`config.mk`:
```
export PLATFORM = sky130hd
export DESIGN_NAME = irt_dep_scanner
export DESIGN_NICKNAME = d
export VERILOG_FILES = /design/src/rtl/irt_dep_scanner.sv
export SDC_FILE = /design/constraint.sdc
export NUM_CORES = 2
export LEC_CHECK = 0
export BUFFER_PORTS_ARGS = -buffer_cell sky130_fd_sc_hd__buf_2
export CAP_MARGIN = 5
export CORE_UTILIZATION = 40
export CTS_CLUSTER_DIAMETER = 60
export CTS_CLUSTER_SIZE = 8
export DETAILED_ROUTE_END_ITERATION = 12
export PLACE_DENSITY = 0.55
export REMOVE_ABC_BUFFERS = 1
export SLEW_MARGIN = 20
export SYNTH_ARGS = -nofsm -noshare
export SYNTH_HDL_FRONTEND = slang
export SYNTH_SLANG_ARGS = --single-unit
```
`constraint.sdc`:
```
create_clock -name clk -period 6 [get_ports clk]
set_input_delay 0.3 -clock clk [delete_from_list [all_inputs] [get_ports clk]]
set_output_delay 0.3 -clock clk [all_outputs]
set_load 0.05 [all_outputs]
```
`src/rtl/irt_dep_scanner.sv`:
```
// Register-use mask table plus a scan FSM that finds the first hoistable entry behind a blocked head.
// One entry is examined per cycle; a result pulses scan_done, and scan_start is ignored while busy.
module irt_dep_scanner #(
   parameter  int BS     = 32,
   parameter  int REGNUM = 16,
   localparam int IW     = $clog2(BS),
   localparam int RW     = $clog2(REGNUM)
) (
   input  logic          clk,
   input  logic          rst,
   input  logic          wr_en,
   input  logic [IW-1:0] wr_idx,
   input  logic          wr_regwrite,
   input  logic [RW-1:0] wr_rd,
   input  logic [RW-1:0] wr_rs1,
   input  logic [RW-1:0] wr_rs2,
   input  logic          clr_en,
   input  logic [IW-1:0] clr_idx,
   input  logic          scan_start,
   input  logic [IW-1:0] scan_head,
   input  logic [IW:0]   scan_count,
   output logic          scan_busy,
   output logic          scan_done,
   output logic          scan_found,
   output logic [IW-1:0] scan_idx
);

   typedef enum logic [1:0] {S_IDLE, S_SCAN, S_DONE} state_t;

   localparam logic [IW:0] BS_W = (IW+1)'(BS);

   logic              valid   [BS];
   logic [REGNUM-1:0] rd_mask [BS];
   logic [REGNUM-1:0] rs_mask [BS];

   state_t            state, state_nxt;
   logic [IW-1:0]     ptr, ptr_nxt;
   logic [IW-1:0]     rem, rem_nxt;
   logic [REGNUM-1:0] acc_rd, acc_rd_nxt;
   logic [REGNUM-1:0] acc_rs, acc_rs_nxt;
   logic              found, found_nxt;
   logic [IW-1:0]     idx, idx_nxt;

   logic [IW:0]       n_clamp;
   logic [IW:0]       n_minus1;
   logic              cur_valid;
   logic [REGNUM-1:0] cur_rd;
   logic [REGNUM-1:0] cur_rs;
   logic              cur_indep;

   // x0 maps to an empty mask so it never creates a dependency
   function automatic logic [REGNUM-1:0] reg_bit(input logic [RW-1:0] r);
      logic [REGNUM-1:0] m;
      m = '0;
      if (r != '0)
         m[r] = 1'b1;
      return m;
   endfunction

   always_ff @(posedge clk) begin
      if (!rst) begin
         for (int i = 0; i < BS; i++) begin
            valid[i]   <= 1'b0;
            rd_mask[i] <= '0;
            rs_mask[i] <= '0;
         end
      end else begin
         if (clr_en)
            valid[clr_idx] <= 1'b0;
         // Later assignment lets a same-index write override the clear
         if (wr_en) begin
            valid[wr_idx]   <= 1'b1;
            rd_mask[wr_idx] <= wr_regwrite ? reg_bit(wr_rd) : '0;
            rs_mask[wr_idx] <= reg_bit(wr_rs1) | reg_bit(wr_rs2);
         end
      end
   end

   assign n_clamp   = (scan_count > BS_W) ? BS_W : scan_count;
   assign n_minus1  = n_clamp - 1'b1;
   assign cur_valid = valid[ptr];
   assign cur_rd    = rd_mask[ptr];
   assign cur_rs    = rs_mask[ptr];
   assign cur_indep = ((cur_rs & acc_rd) == '0) && ((cur_rd & acc_rs) == '0) &&
                      ((cur_rd & acc_rd) == '0);

   always_comb begin
      state_nxt  = state;
      ptr_nxt    = ptr;
      rem_nxt    = rem;
      acc_rd_nxt = acc_rd;
      acc_rs_nxt = acc_rs;
      found_nxt  = found;
      idx_nxt    = idx;
      case (state)
         S_IDLE: begin
            if (scan_start) begin
               state_nxt  = S_SCAN;
               ptr_nxt    = scan_head + 1'b1;
               rem_nxt    = (n_clamp == '0) ? '0 : n_minus1[IW-1:0];
               acc_rd_nxt = valid[scan_head] ? rd_mask[scan_head] : '0;
               acc_rs_nxt = valid[scan_head] ? rs_mask[scan_head] : '0;
               found_nxt  = 1'b0;
               idx_nxt    = '0;
            end
         end
         S_SCAN: begin
            if (rem == '0) begin
               state_nxt = S_DONE;
               found_nxt = 1'b0;
               idx_nxt   = '0;
            end else if (cur_valid && cur_indep) begin
               state_nxt = S_DONE;
               found_nxt = 1'b1;
               idx_nxt   = ptr;
            end else begin
               if (cur_valid) begin
                  acc_rd_nxt = acc_rd | cur_rd;
                  acc_rs_nxt = acc_rs | cur_rs;
               end
               ptr_nxt = ptr + 1'b1;
               rem_nxt = rem - 1'b1;
            end
         end
         S_DONE:  state_nxt = S_IDLE;
         default: state_nxt = S_IDLE;
      endcase
   end

   always_ff @(posedge clk) begin
      if (!rst) begin
         state  <= S_IDLE;
         ptr    <= '0;
         rem    <= '0;
         acc_rd <= '0;
         acc_rs <= '0;
         found  <= 1'b0;
         idx    <= '0;
      end else begin
         state  <= state_nxt;
         ptr    <= ptr_nxt;
         rem    <= rem_nxt;
         acc_rd <= acc_rd_nxt;
         acc_rs <= acc_rs_nxt;
         found  <= found_nxt;
         idx    <= idx_nxt;
      end
   end

   assign scan_busy  = (state != S_IDLE);
   assign scan_done  = (state == S_DONE);
   assign scan_found = found;
   assign scan_idx   = idx;

endmodule
```
# == After elaboration in Yosys (flattened, before gate mapping) ==
# Memory sizes are Yosys's and may differ from the RTL's. A register that Yosys moved wholly into a read port is not among the register bits.
# Index checks and enable logic that the tools add are counted.
# classes
addsub,4
order_cmp,7
n_eq_ne,7
muxes,75
n_bitwise,6
reduce_logical,25
# op_table
operator,n
16-bit 2-to-1 mux,22
5-bit 2-to-1 mux,20
16-bit one-hot mux with 2 select lines,2
16-bit bitwise AND,3
16-bit zero test,3
16-bit bitwise OR,3
16-bit OR reduction,2
5-bit one-hot mux with 2 select lines,3
1-bit 2-to-1 mux,19
4-bit by 5-bit < comparator with 1-bit output (second input constant),3
1-bit demux with 4-bit select,3
4-bit by 1-bit greater-or-equal comparator with 1-bit output (second input constant),3
4-bit nonzero test,3
5-bit by 1-bit adder with 5-bit output (second input constant),2
5-bit by 1-bit subtractor with 5-bit output (second input constant),2
2-bit inequality test (second input constant),4
6-bit greater-than comparator (second input constant),1
1-bit logical AND,6
6-bit zero test,1
2-bit 2-to-1 mux,3
6-bit 2-to-1 mux,1
5-bit zero test,1
5-bit AND reduction,1
2-bit one-hot mux with 2 select lines,1
other kinds (10),12
# totals
regBits,50
ram_bits,1056
input_bits,39
mem_count,3
# mem_list
name,depth,word_bits,read_ports,rd_ports_with_merged_regs,write_ports,line_no,text
rd_mask,32,16,2,1,32,33,logic [REGNUM-1:0] rd_mask [BS];
rs_mask,32,16,2,1,32,34,logic [REGNUM-1:0] rs_mask [BS];
valid,32,1,2,1,32,32,logic valid [BS];

# == Longest topological paths before layout ==
# depth
word_depth,10
depth_mapped,18
mapped_depth_nobuf,10

# == Worst setup path after synthesis ==
# No wires, ideal clock.
# synth_timing
kind,reg2reg
startpoint,register (tool-made name)
endpoint,register acc_rd[11]
setup_ns,0.119
arrival_ns,3.245
t_required_ns,5.881
slack_ns,2.636
stages_incl_launch_ff,19
path_buffers,8
synth_period_minus_slack_ns,3.364
cell_sequence,dfxtp_1 buf_6 buf_6 buf_6 buf_6 buf_6 buf_2 mux2i_1 a22oi_1 nand2_1 nand4_1 o31ai_2 o2111ai_2 nor3b_2 and4_4 buf_12 buf_12 nor3_1 o221a_1
# synth_lines
item,line_no,text
to (signal assigned),143,acc_rd <= acc_rd_nxt;
to (decl),39,"logic [REGNUM-1:0] acc_rd, acc_rd_nxt;"

==> flow_metrics.env <==
export IMPL_status="complete, but fails checks"
export IMPL_violations="DRC"
export IMPL_final_setup_tns_ns=0
export IMPL_fmax_mhz=189.7
export IMPL_arrival_ns=5.91
export IMPL_grt_pass1_vias=37260
export IMPL_end_kind="flop"
export IMPL_yosys_top_cells_count="nor2_1, edfxtp_1, mux4_2, mux2i_1, clkbuf_1"
export IMPL_p_sw_share_pct=27.42
export IMPL_max_slew_margin_rel_pct=27.62
export IMPL_period_minus_slack_ns=5.272
export IMPL_syn_cell_area_mm2=0.05401
export IMPL_synth_top_family_by_area="multiplexers"
export IMPL_dp_cells=5576
export IMPL_antenna_found_initial=3
export IMPL_cp_required_ns=6.64
export IMPL_holdPathEnd="valid[4]"
export IMPL_fin_crit_sh_pct=87.87
export IMPL_grt_max_degree=104
export IMPL_fp_dieW_um=369.5
export IMPL_synth_top_area_share_pct=53.37
export IMPL_synthSimpleGateAreaFrac_pct=11.16
export IMPL_nets=4012
export IMPL_syn_avg_cell_area_um2=13.48
export IMPL_ant_nets=0
export IMPL_clk_pin_slew_ns=0.05
export IMPL_instances_no_fill=5814
export IMPL_skew_ns=0.02467
export IMPL_post_place_ws_ns=0.8984
export IMPL_synthXorXnorAreaFrac_pct=0.01622
export IMPL_hold_class="input port to flop"
export IMPL_async_flop_share_pct=0
export IMPL_cts_buffer_depth=3
export IMPL_p_sw_w=0.005463
export IMPL_drv_cap=0
export IMPL_initial_utilization_pct=40.37
export IMPL_via_count=37720
export IMPL_finalHoldViolCount=0
export IMPL_cts_sinks=1045
export IMPL_cts_buffers=151
export IMPL_yosys_area_top_type="edfxtp_1"
export IMPL_power_density_mw_per_mm2=328.2
export IMPL_syn2layout_area_growth_pct=12.38
export IMPL_worstMarginPinSlew_ns=1.076
export IMPL_grt_ovfl_total=0
export IMPL_pwr_share_seq_pct=43.5
export IMPL_finalMaxSlewViolations=0
export IMPL_rsz0062_at_grt="no"
export IMPL_layout_drive_gt1_share_pct=23.45
export IMPL_numPortBuffers=46
export IMPL_h_tree_depth=4
export IMPL_min_from="clr_en"
export IMPL_clock_power_share_pct=40.1
export IMPL_rrSetupSlack_ns=0.73
export IMPL_synth_mux_area_share_pct=23.90
export IMPL_globalplace_congestion=0.9509
export IMPL_core_mm2=0.1338
export IMPL_internal_power_w=0.01446
export IMPL_setup_viol=0
export IMPL_synth_most_common_cell="nor2_1"
export IMPL_setup_ws_ns=0.7277
export IMPL_row_count=134
export IMPL_drt_initial_drc_count=5361
export IMPL_dominantRegCellSynth="edfxtp_1"
export IMPL_drc=6
export IMPL_synth_compound_area_share_pct=4.737
export IMPL_clk_latency_ns=0.78
export IMPL_yosysSeqAreaShare_pct=56.52
export IMPL_synth_seq_cells=1045
export IMPL_dieArea_mm2=0.1365
export IMPL_die_h_um=369.5
export IMPL_detail_route_wl_per_cell_um=34.55
export IMPL_wirelength_um=200900
export IMPL_yosys_warnings=0
export IMPL_path_class="flop to flop"
export IMPL_synth_fa_ha_area_share_pct=0.09266
export IMPL_drtPass1Iterations=10
export IMPL_ios=47
export IMPL_path_max_fanout=32
export IMPL_vdd_drop_max_mv=0.2835
export IMPL_netlist_instances=4007
export IMPL_p_comb_share_pct=16.4
export IMPL_rr_endpoint="ptr[4]"
export IMPL_reg2reg_depth=10
export IMPL_setup_worst_path_start_class="flop"
export IMPL_worstHoldPathCells=6
export IMPL_leakage_nw=18.89
export IMPL_synth_area_leaders="edfxtp_1, mux4_2, nor2_1"
export IMPL_grt_pass1_wl_um=280700
export IMPL_via_per_inst=6.488
export IMPL_root_buffer="clkbuf_16"
export IMPL_synthDistinctLibCells=80
export IMPL_synth_edf_count=960
export IMPL_track_usage_pct=29.28
export IMPL_dp_hpwl_um=116500
export IMPL_ctsResizeCount=0
export IMPL_cts_tree="yes"
## registers in the layout, summed over array words and instances (netlist names), named ones only
| register | flops |
|---|---|
| ptr | 5 |
| rd_mask | 480 |
| scan_found | 1 |
| acc_rs | 15 |
| acc_rd | 15 |
| rs_mask | 480 |
| valid | 32 |
| state | 2 |
| scan_idx | 5 |
| rem | 5 |
## metal layers
layer  vias up  GRT usage, %  part of all wire, %
met5         -             0               0.0065
met4         2         12.94                  4.7
met3       455         6.440                   11
met2      2457         45.80                   46
met1     19630         39.16                   38
li1      15180             -                    -
## layout make-up
cell class / count / area, um2
tap: 1768 / 2212
sequential: 1045 / 30540
clock inverter: 13 / 143.9
timing repair buffer: 207 / 1683
clock buffer: 214 / 4174
inverter: 16 / 60.06
fill: 11880 / 73090
multi-input combinational: 2548 / 21880
antenna: 3 / 7.507
## layout by cell type, fill, tap and decap left out, drive strengths merged, types with 30 or more instances in the layout
| cell type | instances |
|---|---|
| clkbuf | 214 |
| o211ai | 30 |
| nand2 | 225 |
| nor2 | 1036 |
| nand3 | 64 |
| mux2i | 274 |
| buf | 200 |
| mux4 | 450 |
| o21ai | 53 |
| a21oi | 38 |
| nor3 | 37 |
| dfxtp | 85 |
| edfxtp | 960 |
| a22oi | 110 |
## worst max-delay path by stage
stage / start / to / slack, ns
finish: flop / ptr[4] / 0.73
global route: flop / flop / 0.62
CTS: flop / ptr[4] / 0.88
detailed placement: flop / ptr[4] / 0.90
global placement: flop / ptr[4] / 0.73
floorplan: flop / acc_rs[14] / -8.41
## per-stage QoR
step	instance area (um2)	hold WS, ns	util, %	power (W)
floorplan	52150	0.4357	-	0.01100
global placement	56260	0.4417	42.05	0.01196
detailed placement	56270	0.4445	42.06	0.01199
CTS	60660	0.01208	45.34	0.01992
global route	60690	0.1033	45.36	0.02041
finish	60700	0.06722	45.37	0.01992
## timing repair
| item | 4_1_cts | 5_1_grt |
|---|---|---|
| endpoints found under the hold margin | 17 | 0 |
| hold buffers | 7 | 0 |
| setup buffers | 0 | 0 |
## critical path: stages, from the launching register on
cell     delay (ns)
dfxtp_4        0.86
and2_2         0.80
a22oi_1        0.23
a21oi_1        0.36
nor4_1         0.23
a22o_1         0.23
or4b_1         0.56
nor4b_4        0.33
nand4_1        0.84
a32oi_1        0.56
a21oi_1        0.11
## cells by family after synthesis
family                   Yosys count
multiplexers                     726
buffers and inverters            414
adder cells (fa/ha/maj)            4
flip-flops                      1045
AO/OA/AOI/OAI                    352
AND/OR/NAND/NOR                 1465
XOR/XNOR                           1
## power groups by stage
stage / registers, W / logic (W) / clock network, W
2_1_floorplan: 0.00882 / 0.00218 / 0
3_3_place_gp: 0.00878 / 0.00319 / 0
3_5_place_dp: 0.00879 / 0.00320 / 0
4_1_cts: 0.00865 / 0.00322 / 0.00806
5_1_grt: 0.00870 / 0.00338 / 0.00833
6_report: 0.00866 / 0.00327 / 0.00799
No activity file was read; power rests on OpenSTA's default activity.
